[src/rtl/dmem_responder.sv]
// dmem_responder: word-addressed data memory behind a request/ready handshake.
// Adds programmable wait states and flags illegal requests on err.
module dmem_responder #(
    parameter int DEPTH   = 64,
    parameter int LATENCY = 2
) (
    input  logic        clk,
    input  logic        rst,
    input  logic        MemRead,
    input  logic        MemWrite,
    input  logic [31:0] dir,
    input  logic [31:0] dataIn,
    output logic [31:0] dataOut,
    output logic        ready,
    output logic        err,
    output logic        busy,
    output logic [15:0] rd_count,
    output logic [15:0] wr_count
);

    localparam int AW = (DEPTH > 1) ? $clog2(DEPTH) : 1;
    localparam logic [32:0] LIMIT = 33'(4 * DEPTH);

    typedef enum logic [1:0] {
        IDLE,
        WAIT,
        ACK
    } state_t;

    state_t state_q, state_d;
    logic [3:0]    cnt_q, cnt_d;
    logic          op_rd_q, op_rd_d;
    logic [AW-1:0] idx_q, idx_d;
    logic [31:0]   din_q, din_d;
    logic          pend_q, pend_d;
    logic          ready_q, ready_d;
    logic          err_q, err_d;
    logic          busy_q, busy_d;
    logic [31:0]   dout_q, dout_d;
    logic [15:0]   rd_count_q, rd_count_d;
    logic [15:0]   wr_count_q, wr_count_d;

    logic          acc;
    logic          acc_rd;
    logic [AW-1:0] acc_idx;
    logic [31:0]   acc_data;
    logic          illegal;

    logic [31:0] mem [DEPTH];

    assign illegal = (MemRead & MemWrite) | (dir[1:0] != 2'b00)
                   | ({1'b0, dir} >= LIMIT);

    // Next-state, access strobe and registered-output values.
    always_comb begin
        state_d  = state_q;
        cnt_d    = cnt_q;
        op_rd_d  = op_rd_q;
        idx_d    = idx_q;
        din_d    = din_q;
        pend_d   = pend_q;
        acc      = 1'b0;
        acc_rd   = 1'b0;
        acc_idx  = idx_q;
        acc_data = din_q;
        unique case (state_q)
            IDLE: begin
                if (MemRead | MemWrite) begin
                    op_rd_d = MemRead;
                    idx_d   = dir[AW+1:2];
                    din_d   = dataIn;
                    if (illegal) begin
                        pend_d  = 1'b1;
                        state_d = ACK;
                    end else begin
                        pend_d = 1'b0;
                        if (LATENCY == 0) begin
                            // Zero wait states: access on the capture edge,
                            // straight from the inputs being latched.
                            acc      = 1'b1;
                            acc_rd   = MemRead;
                            acc_idx  = dir[AW+1:2];
                            acc_data = dataIn;
                            state_d  = ACK;
                        end else begin
                            cnt_d   = 4'(LATENCY);
                            state_d = WAIT;
                        end
                    end
                end
            end
            WAIT: begin
                cnt_d = cnt_q - 4'd1;
                if (cnt_q == 4'd1) begin
                    acc     = 1'b1;
                    acc_rd  = op_rd_q;
                    state_d = ACK;
                end
            end
            ACK: begin
                pend_d  = 1'b0;
                state_d = IDLE;
            end
            default: state_d = IDLE;
        endcase

        ready_d    = (state_d == ACK);
        err_d      = (state_d == ACK) & pend_d;
        busy_d     = (state_d != IDLE);
        dout_d     = dout_q;
        rd_count_d = rd_count_q;
        wr_count_d = wr_count_q;
        if (acc && acc_rd) begin
            dout_d = mem[acc_idx];
            if (rd_count_q != 16'hFFFF) rd_count_d = rd_count_q + 16'd1;
        end
        if (acc && !acc_rd) begin
            if (wr_count_q != 16'hFFFF) wr_count_d = wr_count_q + 16'd1;
        end
    end

    // Control state and outputs; in-flight work is dropped on reset.
    always_ff @(posedge clk or posedge rst) begin
        if (rst) begin
            state_q    <= IDLE;
            cnt_q      <= '0;
            op_rd_q    <= 1'b0;
            idx_q      <= '0;
            din_q      <= '0;
            pend_q     <= 1'b0;
            ready_q    <= 1'b0;
            err_q      <= 1'b0;
            busy_q     <= 1'b0;
            dout_q     <= '0;
            rd_count_q <= '0;
            wr_count_q <= '0;
        end else begin
            state_q    <= state_d;
            cnt_q      <= cnt_d;
            op_rd_q    <= op_rd_d;
            idx_q      <= idx_d;
            din_q      <= din_d;
            pend_q     <= pend_d;
            ready_q    <= ready_d;
            err_q      <= err_d;
            busy_q     <= busy_d;
            dout_q     <= dout_d;
            rd_count_q <= rd_count_d;
            wr_count_q <= wr_count_d;
        end
    end

    // Storage array; deliberately not reset so contents survive rst.
    always_ff @(posedge clk) begin
        if (acc && !acc_rd) mem[acc_idx] <= acc_data;
    end

    assign dataOut  = dout_q;
    assign ready    = ready_q;
    assign err      = err_q;
    assign busy     = busy_q;
    assign rd_count = rd_count_q;
    assign wr_count = wr_count_q;

endmodule

[config.mk]
export PLATFORM = sky130hd
export DESIGN_NAME = dmem_responder
export DESIGN_NICKNAME = d
export VERILOG_FILES = /design/src/rtl/dmem_responder.sv
export SDC_FILE = /design/constraint.sdc
export NUM_CORES = 2
export LEC_CHECK = 0
export CORE_MARGIN = 4
export CORE_UTILIZATION = 32
export CTS_CLUSTER_DIAMETER = 80
export DETAILED_ROUTE_END_ITERATION = 10
export PLACE_DENSITY_LB_ADDON = 0.25
export SETUP_SLACK_MARGIN = 0.5
export SLEW_MARGIN = 20
export SYNTH_ARGS = -nofsm -noshare
export SYNTH_HDL_FRONTEND = slang
export SYNTH_SLANG_ARGS = --single-unit
[constraint.sdc]
create_clock -name clk -period 6.55 [get_ports clk]
set_input_delay 1.31 -clock clk [delete_from_list [all_inputs] [get_ports clk]]
set_output_delay 1.31 -clock clk [all_outputs]
set_load 0.02 [all_outputs]
==> results.py <==
metrics = {
    "run_status": {
        "status": "complete, no violations",
    },
    "global_routing": {
        "antenna_found_initial": 15,
        "grt_use_total_pct": 21.20,
        "overflow": 0,
        "use_met2_pct": 32.35,
        "met3_usage_pct": 4.975,
        "met1_usage_pct": 29.78,
        "grt_pass1_vias": 46100,
        "grt-busiest-layer": "met2",
        "grt_max_degree": 106,
        "grt_pass1_wl_um": 395600,
    },
    "logic_synthesis": {
        "netlist_instances": 4488,
        "synthAdderAreaFrac_pct": 0.06025,
        "synth_xor_area_share_pct": 0.3163,
        "ys_seq_area_share_pct": 77.44,
        "synth-async-reset-ratio_pct": 5.229,
        "synthSimpleGateAreaFrac_pct": 2.961,
        "avgSynthCellArea_um2": 18.51,
        "synth-edff-count": 2048,
        "synth-main-ff-cell": "edfxtp_1",
        "yosysWarnings": 0,
        "synth_compound_area_share_pct": 7.924,
        "syn-num-nets": 4560,
        "synth.distinct_cells": 78,
        "synthMuxAreaShare_pct": 9.464,
        "ys_ff_latch": 2161,
        "syn_area_um2": 83070,
        "synth_top_family_by_area": "multiplexers",
    },
    "worst_setup_path": {
        "worst-path-stages": 6,
        "path_buf_inv": 1,
        "path_delay_family": "compound AO/OA/AOI/OAI gates",
        "crit_path_top_delay_cell": "a211oi_1",
        "cpPeakStageDelay_ns": 0.93,
        "r2r-start": "acc_idx[0]$_DFFE_PP0P_",
        "crit_path_max_fanout": 105,
        "cp.arrival_ns": 5.19,
        "timing.rr.end": "dataOut[29]$_DFFE_PP0P_",
        "crit_path_start_kind": "register",
        "crit_path_end_kind": "register",
        "path_cells": "buf_12 > mux4_2 > a22oi_1 > o21ai_0 > a211oi_1 > a31oi_1",
        "worstRegToRegCells": 6,
        "required_ns": 7.23,
        "rrSetupSlack_ns": 2.04,
        "crit_type": "register to register",
    },
    "sta": {
        "clock_skew_ns": 0.05641,
        "finalCritPeriodShare_pct": 68.86,
        "rsz0062_at_grt": "false",
        "setup_tns_ns": 0,
        "hold_viol": 0,
        "tightestPinTransition_ns": 1.261,
        "final-max-slew-violation-count": 0,
        "slew_headroom_pct": 15.95,
        "finalSetupViolCount": 0,
        "max_freq_mhz": 221.7,
        "fin_crit_ns": 4.510,
    },
    "layout": {
        "drive_above_1_share_pct": 19.72,
        "layout_common_cells": "edfxtp_1, nand2_1, clkbuf_16, a221oi_1, buf_4",
        "nNetsFinal": 4837,
        "syn_to_final_growth_pct": 17.19,
        "final_cells": 8354,
        "final_common_cell": "edfxtp_1",
        "postLayoutCoreUtil_pct": 37.79,
    },
    "clock_tree": {
        "clkTransAtPathRegs_ns": 0.06,
        "cts-buffers-inserted": 224,
        "cts_hold_buf": 0,
        "clk_latency_ns": 0.90,
        "postCtsSetupBuffers": 0,
        "cts.htree.levels": 4,
        "cts_max_path_buffers": 3,
        "cts_tree": "yes",
        "clock_sinks": 2161,
        "cts_resized": 0,
        "cts-root-buf": "clkbuf_16",
    },
    "min_path": {
        "hold_path.class": "register to register",
        "hold_path_depth": 2,
        "hold_end": "acc_data[22]$_DFFE_PP0P_",
        "min-delay-start": "acc_data[22]$_DFFE_PP0P_",
    },
    "placed_design": {
        "portBuffers": 134,
        "dp_cells": 7923,
        "place.gp.congestion": 0.8594,
        "dp_hpwl_um": 171800,
    },
    "routing": {
        "firstDrtPassIters": 6,
        "totalWireLength_um": 290200,
        "detail_route.wl_per_cell_um": 34.74,
        "via_count": 47780,
        "drt_iter0_markers": 7083,
        "via_per_inst": 5.719,
        "drc": 0,
        "ant_nets": 0,
    },
    "floorplan": {
        "core_area_um2": 257600,
        "start_util_pct": 32.24,
        "die_w_um": 517.5,
        "die_h_um": 517.5,
        "ios": 135,
        "dieArea_um2": 267800,
        "rows": 186,
    },
    "power_and_ir_drop": {
        "p_per_area_nw_per_um2": 348.8,
        "p_total_mw": 33.95,
        "vdd_drop_max_mv": 0.2619,
        "leakage_nw": 30.87,
    },
    "job": {
        "max-cap-violations": 0,
    },
}
## cell usage after synthesis (7+ instances only)
cell | n | area [um^2]
a211oi_1 | 11 | 82.58
a21oi_1 | 120 | 600.6
a221o_1 | 42 | 420.4
a221oi_1 | 216 | 1892
a222oi_1 | 7 | 70.07
a22o_1 | 46 | 402.9
a22oi_1 | 130 | 975.9
a31oi_1 | 25 | 156.4
and3_1 | 11 | 68.82
buf_1 | 23 | 86.33
buf_2 | 96 | 480.5
buf_4 | 56 | 420.4
clkbuf_1 | 112 | 420.4
dfrtp_1 | 113 | 2828
edfxtp_1 | 2048 | 61500
inv_1 | 9 | 33.78
mux2_1 | 48 | 540.5
mux2_2 | 119 | 1340
mux2i_1 | 188 | 1882
mux4_2 | 182 | 4099
nand2_1 | 227 | 852.1
nand3_1 | 39 | 195.2
nand4_1 | 16 | 100.1
nor2_1 | 185 | 694.4
nor2b_1 | 9 | 56.30
nor3_1 | 16 | 80.08
nor4_1 | 10 | 62.56
o211ai_1 | 11 | 82.58
o21ai_0 | 88 | 440.4
o21ai_1 | 14 | 70.07
o221ai_1 | 7 | 61.31
o22a_1 | 14 | 122.6
o22ai_1 | 87 | 544.3
o2bb2ai_1 | 12 | 105.1
o32a_1 | 19 | 190.2
xnor2_1 | 17 | 148.9
xor2_1 | 13 | 113.9
## flip-flops by register name, summed over array words and instances (netlist names)
register / flops
cnt_q: 4
acc_data: 32
pend_q: 1
rd_count: 16
ready: 1
state_q: 2
dataOut: 32
busy: 1
err: 1
wr_count: 16
acc_idx: 6
op_rd_q: 1
mem: 2048
## routing by layer
| metal | vias up | routed length [um] | share of wire, % |
|---|---|---|---|
| li1 | 19050 | - | - |
| met1 | 25500 | 119100 | 41 |
| met2 | 2735 | 131100 | 45 |
| met3 | 490 | 29290 | 10 |
| met4 | 4 | 10690 | 3.7 |
| met5 | - | 24 | 0.0083 |
## worst register-to-register path, stage by stage (launching register included)
cell and delay [ns]:
dfrtp_4 0.81, buf_12 0.50, mux4_2 1.04, a22oi_1 0.65
o21ai_0 0.20, a211oi_1 0.93, a31oi_1 0.18
## layout make-up
cell class | instances | area (um^2)
diodes | 10 | 25.02
well taps | 3384 | 4234
flip-flops and latches | 2161 | 64390
clock buffers | 300 | 6063
multi-input cells | 2021 | 17870
inverters | 13 | 65.06
repair buffers | 344 | 3191
clock inverters | 121 | 1505
fillers | 23390 | 160300
## power breakdown
group / switching [mW] / internal [mW] / leakage (nW)
combinational: 3.50 / 1.36 / 7.24
sequential: 0.288 / 15.7 / 20.0
clock: 5.52 / 7.56 / 3.67
total: 9.31 / 24.6 / 30.9
## logic make-up after synthesis
group	count (synthesis)
AOI/OAI and AO/OA	890
xor gates and xnor gates	30
adders and majority gates	4
buffers and inverters	306
DFF	2161
muxes	537
and+or+nand+nor	560
## worst max-delay path by stage
stage	startpoint	endpoint
2_1_floorplan	rst	acc_data[0]$_DFFE_PP0P_
5_1_grt	acc_idx[0]$_DFFE_PP0P_	dataOut[29]$_DFFE_PP0P_
3_5_place_dp	MemRead	pend_q$_DFF_PP0_
6_report	acc_idx[0]$_DFFE_PP0P_	dataOut[29]$_DFFE_PP0P_
3_3_place_gp	MemRead	pend_q$_DFF_PP0_
4_1_cts	acc_idx[0]$_DFFE_PP0P_	dataOut[29]$_DFFE_PP0P_
## per-stage QoR
stage | setup slack [ns] | hold WS, ns | cell area [um^2]
after floorplan | 2.253 | 0.4757 | 83070
after global placement | 1.692 | 0.4716 | 89640
after detailed placement | 1.947 | 0.4755 | 89740
after CTS | 2.194 | 0.4903 | 97310
after global routing | 2.176 | 0.5052 | 97320
final | 2.040 | 0.4862 | 97340
Note: power is estimated with default switching activity, not from simulation.
